--- config.mk ---
export PLATFORM = sky130hd
export DESIGN_NAME = hazard3_irq_cond
export DESIGN_NICKNAME = d
export VERILOG_FILES = /design/src/rtl/hazard3_irq_cond.sv
export SDC_FILE = /design/constraint.sdc
export NUM_CORES = 1
export LEC_CHECK = 0
export ABC_AREA = 1
export BUFFER_PORTS_ARGS = -buffer_cell sky130_fd_sc_hd__clkbuf_2
export CORE_ASPECT_RATIO = 2
export CORE_UTILIZATION = 47
export DETAILED_ROUTE_END_ITERATION = 10
export PLACE_DENSITY = 0.79
export SYNTH_ARGS = -nofsm -noshare
export SYNTH_HDL_FRONTEND = slang
export SYNTH_SLANG_ARGS = --single-unit
--- constraint.sdc ---
create_clock -name clk_always_on -period 0.9 [get_ports clk_always_on]
set_input_delay 0.18 -clock clk_always_on [delete_from_list [all_inputs] [get_ports clk_always_on]]
set_output_delay 0.18 -clock clk_always_on [all_outputs]
set_load 0.02 [all_outputs]
--- src/rtl/hazard3_irq_cond.sv ---
// Per-line external interrupt conditioner: synchronise, optionally invert and
// glitch-filter, then pass through as a level or latch as a sticky edge.
module hazard3_irq_cond #(
    parameter int unsigned         NUM_IRQS      = 32,
    parameter int unsigned         SYNC_STAGES   = 2,
    parameter int unsigned         FILTER_CYCLES = 0,
    parameter logic [NUM_IRQS-1:0] EDGE_MASK     = {NUM_IRQS{1'b0}},
    parameter logic [NUM_IRQS-1:0] INVERT_MASK   = {NUM_IRQS{1'b0}}
) (
    input  logic                clk_always_on,
    input  logic                rst_n,
    input  logic [NUM_IRQS-1:0] irq_in,
    input  logic [NUM_IRQS-1:0] clr,
    output logic [NUM_IRQS-1:0] irq_out,
    output logic [NUM_IRQS-1:0] edge_lost,
    output logic                wakeup
);

    logic [SYNC_STAGES-1:0][NUM_IRQS-1:0] sync_q;
    logic [NUM_IRQS-1:0]                  sync_s;
    logic                                 wakeup_q;

    always_ff @(posedge clk_always_on or negedge rst_n) begin
        if (!rst_n) begin
            sync_q <= '0;
        end else begin
            sync_q <= {sync_q[SYNC_STAGES-2:0], irq_in};
        end
    end

    // Inversion sits after the synchroniser so reset always clears the flops.
    assign sync_s = sync_q[SYNC_STAGES-1] ^ INVERT_MASK;

    for (genvar i = 0; i < NUM_IRQS; i++) begin : g_line
        logic f_q;

        if (FILTER_CYCLES == 0) begin : g_nofilt
            always_ff @(posedge clk_always_on or negedge rst_n) begin
                if (!rst_n) begin
                    f_q <= 1'b0;
                end else begin
                    f_q <= sync_s[i];
                end
            end
        end else begin : g_filt
            localparam logic [3:0] CNT_MAX = 4'(FILTER_CYCLES - 1);
            logic [3:0] cnt_q;
            logic [3:0] cnt_d;
            logic       f_d;

            // Any sample equal to the accepted level restarts the count.
            always_comb begin
                f_d   = f_q;
                cnt_d = 4'd0;
                if (sync_s[i] != f_q) begin
                    if (cnt_q == CNT_MAX) begin
                        f_d = sync_s[i];
                    end else begin
                        cnt_d = cnt_q + 4'd1;
                    end
                end
            end

            always_ff @(posedge clk_always_on or negedge rst_n) begin
                if (!rst_n) begin
                    f_q   <= 1'b0;
                    cnt_q <= 4'd0;
                end else begin
                    f_q   <= f_d;
                    cnt_q <= cnt_d;
                end
            end
        end

        if (EDGE_MASK[i]) begin : g_edge
            logic fp_q;
            logic p_q;
            logic lost_q;
            logic rise;

            assign rise = f_q & ~fp_q;

            // A rise beats a simultaneous clear, and is then not counted as lost.
            always_ff @(posedge clk_always_on or negedge rst_n) begin
                if (!rst_n) begin
                    fp_q   <= 1'b0;
                    p_q    <= 1'b0;
                    lost_q <= 1'b0;
                end else begin
                    fp_q <= f_q;
                    p_q  <= rise | (p_q & ~clr[i]);
                    if (clr[i] && !rise) begin
                        lost_q <= 1'b0;
                    end else if (rise && p_q && !clr[i]) begin
                        lost_q <= 1'b1;
                    end
                end
            end

            assign irq_out[i]   = p_q;
            assign edge_lost[i] = lost_q;
        end else begin : g_level
            logic unused_clr;
            assign unused_clr   = clr[i];
            assign irq_out[i]   = f_q;
            assign edge_lost[i] = 1'b0;
        end
    end

    always_ff @(posedge clk_always_on or negedge rst_n) begin
        if (!rst_n) begin
            wakeup_q <= 1'b0;
        end else begin
            wakeup_q <= |irq_out;
        end
    end

    assign wakeup = wakeup_q;

endmodule

# Yosys cells after proc, flatten, opt, wreduce, memory -nomap -nowiden
# Cells that the tools add are included.
# word_totals
input_bits	66
ff_bits	97
output_inout_bits	65
elab_cells	36
# classes
n_reduce_logical	1
# ops
op	count
OR reduction 32 bit	1

# Depth between registers and ports, before layout
# logic_depth
depth_word	1
depth_mapped	6
depth_no_buf	6

# Worst setup path after synthesis
# Ideal clock, no wire load.
# synth_timing
path_kind	register to register
from	register g_line[27].f_q
to	register wakeup_q, in the netlist wakeup
stages_incl_launch_ff	6
synth_period_minus_slack_ns	0.834
t_arrival_ns	0.716
t_required_ns	0.781
path_buffers	0
setup_ns	0.119
setup_slack_ns	0.066
cell_sequence	dfrtp_1 nor2_1 and2_1 nand2_1 nor2_1 nand2_1
# synth_via
elab_chain_len	1
# synth_lines
element	line_no	text
from (decl)	35	logic f_q;
from (signal assigned)	42	f_q <= sync_s[i];
OR reduction 32 bit	114	wakeup_q <= |irq_out;
to (signal assigned)	114	
to (decl)	21	logic wakeup_q;
# Every way passes these cells.

# Worst setup path after layout
# layout_timing
from	register g_line[13].f_q
to	output irq_out[13]
# layout_rtl
element	line_no	text
from (decl)	35	
from (signal assigned)	42	
to (decl)	14	output logic [NUM_IRQS-1:0] irq_out,
# No word-level cell between the ends.

==> metrics.txt <==
sequential share of power=52.0%; Final Max Slew Viols=0; DR WL/cell=11.02 um; grt total ovfl=0; Required @ worst endpoint=0.72 ns; Fillers=440; Setup Slack @ Placement=-0.07564 ns; GRT Util Overall=14.26%; most frequently used flop master after synthesis=dfrtp_1; RSZ-0062 raised after global routing=yes; Layout Nets=369; CTS tree=yes; final setup fails=34; Core Region=0.006310 mm^2; maximum clock rate=867.6 MHz; CP startpoint kind=flop; CTS clock-pin slew for the worst setup and hold paths=0.07 ns; cells along the critical path=buf_6 > buf_8; Vias/cell=3.881; YS warnings=0; die height=116.7 um; Seq cells post-synth=97; via count of the first global-routing pass=1543; max-cap violations=0; DR pass1 iterations=4; CTS root buffer=clkbuf_16; cell taking the most area after synthesis=dfrtp_1; largest net degree at the start of global routing=32; Reg2Reg Setup Slack=-0.17 ns; count leader, synth=dfrtp_1; Hold Vio Cnt, Final=0; antenna-violating nets left=0; Final Util=67.48%; Initial Util=48.98%; CP endpoint kind=output pin; global-route wire length before repair=6.748 mm; Setup Skew=0.006738 ns; drt drc=0; die width=59.34 um; Netlist Area Pre-Place=0.003090 mm^2; Lkg Pwr=0.002113 uW; power density over the cells=2111 mW/mm^2; Worst Path Max Fanout=2; EDFF count, synth=0; Synth area leaders=dfrtp_1, buf_4, inv_1; Boundary Pins=131; CTS H-tree lvls=3; Syn Inst Count=207; area of the multi-input gates=241.5 um^2; CP delay by family, top=flip-flops; switching pwr=1981 uW; Routed WL=4.343 mm; syn_area_per_cell=14.93 um^2; clock insertion delay at the later pin of the skew report=0.33 ns; Min-Delay Path Class=input port to async pin; min Tclk post-route=1.153 ns; Unique masters post-synth=9; Area Growth Syn to Fin=37.77%; layout cells sized above 1=33.44%; Setup CP Type=flop to output pin; die area=0.006923 mm^2; cts bufs inserted=9; Storage cell area=0.002427 mm^2; switching part of the total=22.03%; Slowest-stage cell, CP=dfrtp_1; Final HPWL DP=2.708 mm; failing checks=setup timing; ANT cells=0; via count=1529; CP arrival=0.97 ns; final cycle utilization of the critical path=128.1%; Post-synth ARST share=100.0%; sequential share of the synthesized area=78.54%; GPL Wtd Cong=0.6563; Setup WS post-layout=-0.2527 ns; IO Port Bufs=66; combinational cell fraction of total power=8.9%; VDD IR max=1695 uV; number of placement rows=41; largest stage delay on the critical path=0.40 ns; Max clock buf depth=2; Yosys top cell area share=78.54%; synth cell count leaders=dfrtp_1, buf_4, inv_1, nor2_1, nand2_1; clock power share=39.1%; worst path bufs/invs=2; initial antenna violation count=0; status=finished with violations; Sink Count=97; Power Internal=7008 uW; Starting DRT DRC Count=29
[state kept, by name (all words and copies together) (netlist names)]
| signal | count |
|---|---|
| g_line.f_q | 32 |
| sync_q | 32 |
| sync_s | 32 |
| wakeup | 1 |
[what timing repair did]
| action | CTS | global route |
|---|---|---|
| buffers inserted | 1 | 5 |
| pin swaps | 2 | 0 |
| hold buffers | 33 | 0 |
| gates resized for setup | 30 | 78 |
| hold endpoints to repair | 51 | 0 |
| endpoints found under the setup margin | 34 | 34 |
[routing by layer]
metal	GRT usage, %	part of all wire, %
met1	15.44	36
met2	22.40	55
met3	4.762	5.8
met4	11.11	3.7
met5	0	0
[through the flow]
step	setup TNS, ns	cell area (um^2)	hold WS, ns	instances	total power, uW
floorplan	0	3207	-0.1156	238	5169
global placement	-0.05768	3302	0.09291	339	5253
detailed placement	-0.07564	3302	0.09139	339	5281
CTS	-6.569	4059	0.3046	389	8991
global route	-6.684	4258	0.3213	394	9379
finish	-5.703	4258	0.3075	394	8989
[cell families (layout without fill, tap and decap cells)]
group                  Yosys count  after routing  share of synthesized area [%]
other                            1             32                         0.1213
buffers and inverters           80            150                          17.49
and+or+nand+nor                 29             29                          3.846
DFF                             97             97                          78.54
[power groups by stage]
stage / Combinational (uW) / Clock, uW / Sequential [uW]
floorplan: 459 / 0 / 4710
detailed placement: 542 / 0 / 4740
global route: 874 / 3810 / 4690
finish: 803 / 3510 / 4670
CTS: 710 / 3620 / 4660
global placement: 530 / 0 / 4720
[final timing paths]
kind,startpoint,cells past startpoint,to
max in group asynchronous,rst_n,3,sync_q[27]
hold reg to reg,sync_q[10],0,sync_s[10]
setup reg to reg,g_line[21].f_q,7,wakeup
setup / recovery,g_line[13].f_q,2,irq_out[13]
hold / removal,rst_n,2,sync_s[19]
min in group clk_always_on,sync_q[10],0,sync_s[10]
[layout by cell type, fill, tap and decap left out]
cell type,Yosys,routed
dfrtp_1,97,97
inv_1,16,16
dlygate4sd3_1,0,33
nand4_1,1,1
conb_1,1,32
buf_6,0,31
clkbuf_2,0,32
and2_1,2,2
nor2_2,1,1
inv_6,0,1
nand2_1,12,11
clkinv_4,0,2
nand2_2,0,1
nor2_1,13,13
buf_4,64,7
clkinv_2,0,1
buf_12,0,3
buf_8,0,10
clkbuf_16,0,9
clkinvlp_4,0,1
clkbuf_8,0,4
[area by class of cell]
class	count	area share, %
well taps	86	2.527
clock inverters	5	0.9110
repair buffers	118	26.54
flip-flops and latches	97	57.01
clock buffers	11	5.936
multi-input cells	61	5.671
inverters	16	1.411
No activity file was read; power rests on OpenSTA's default activity.
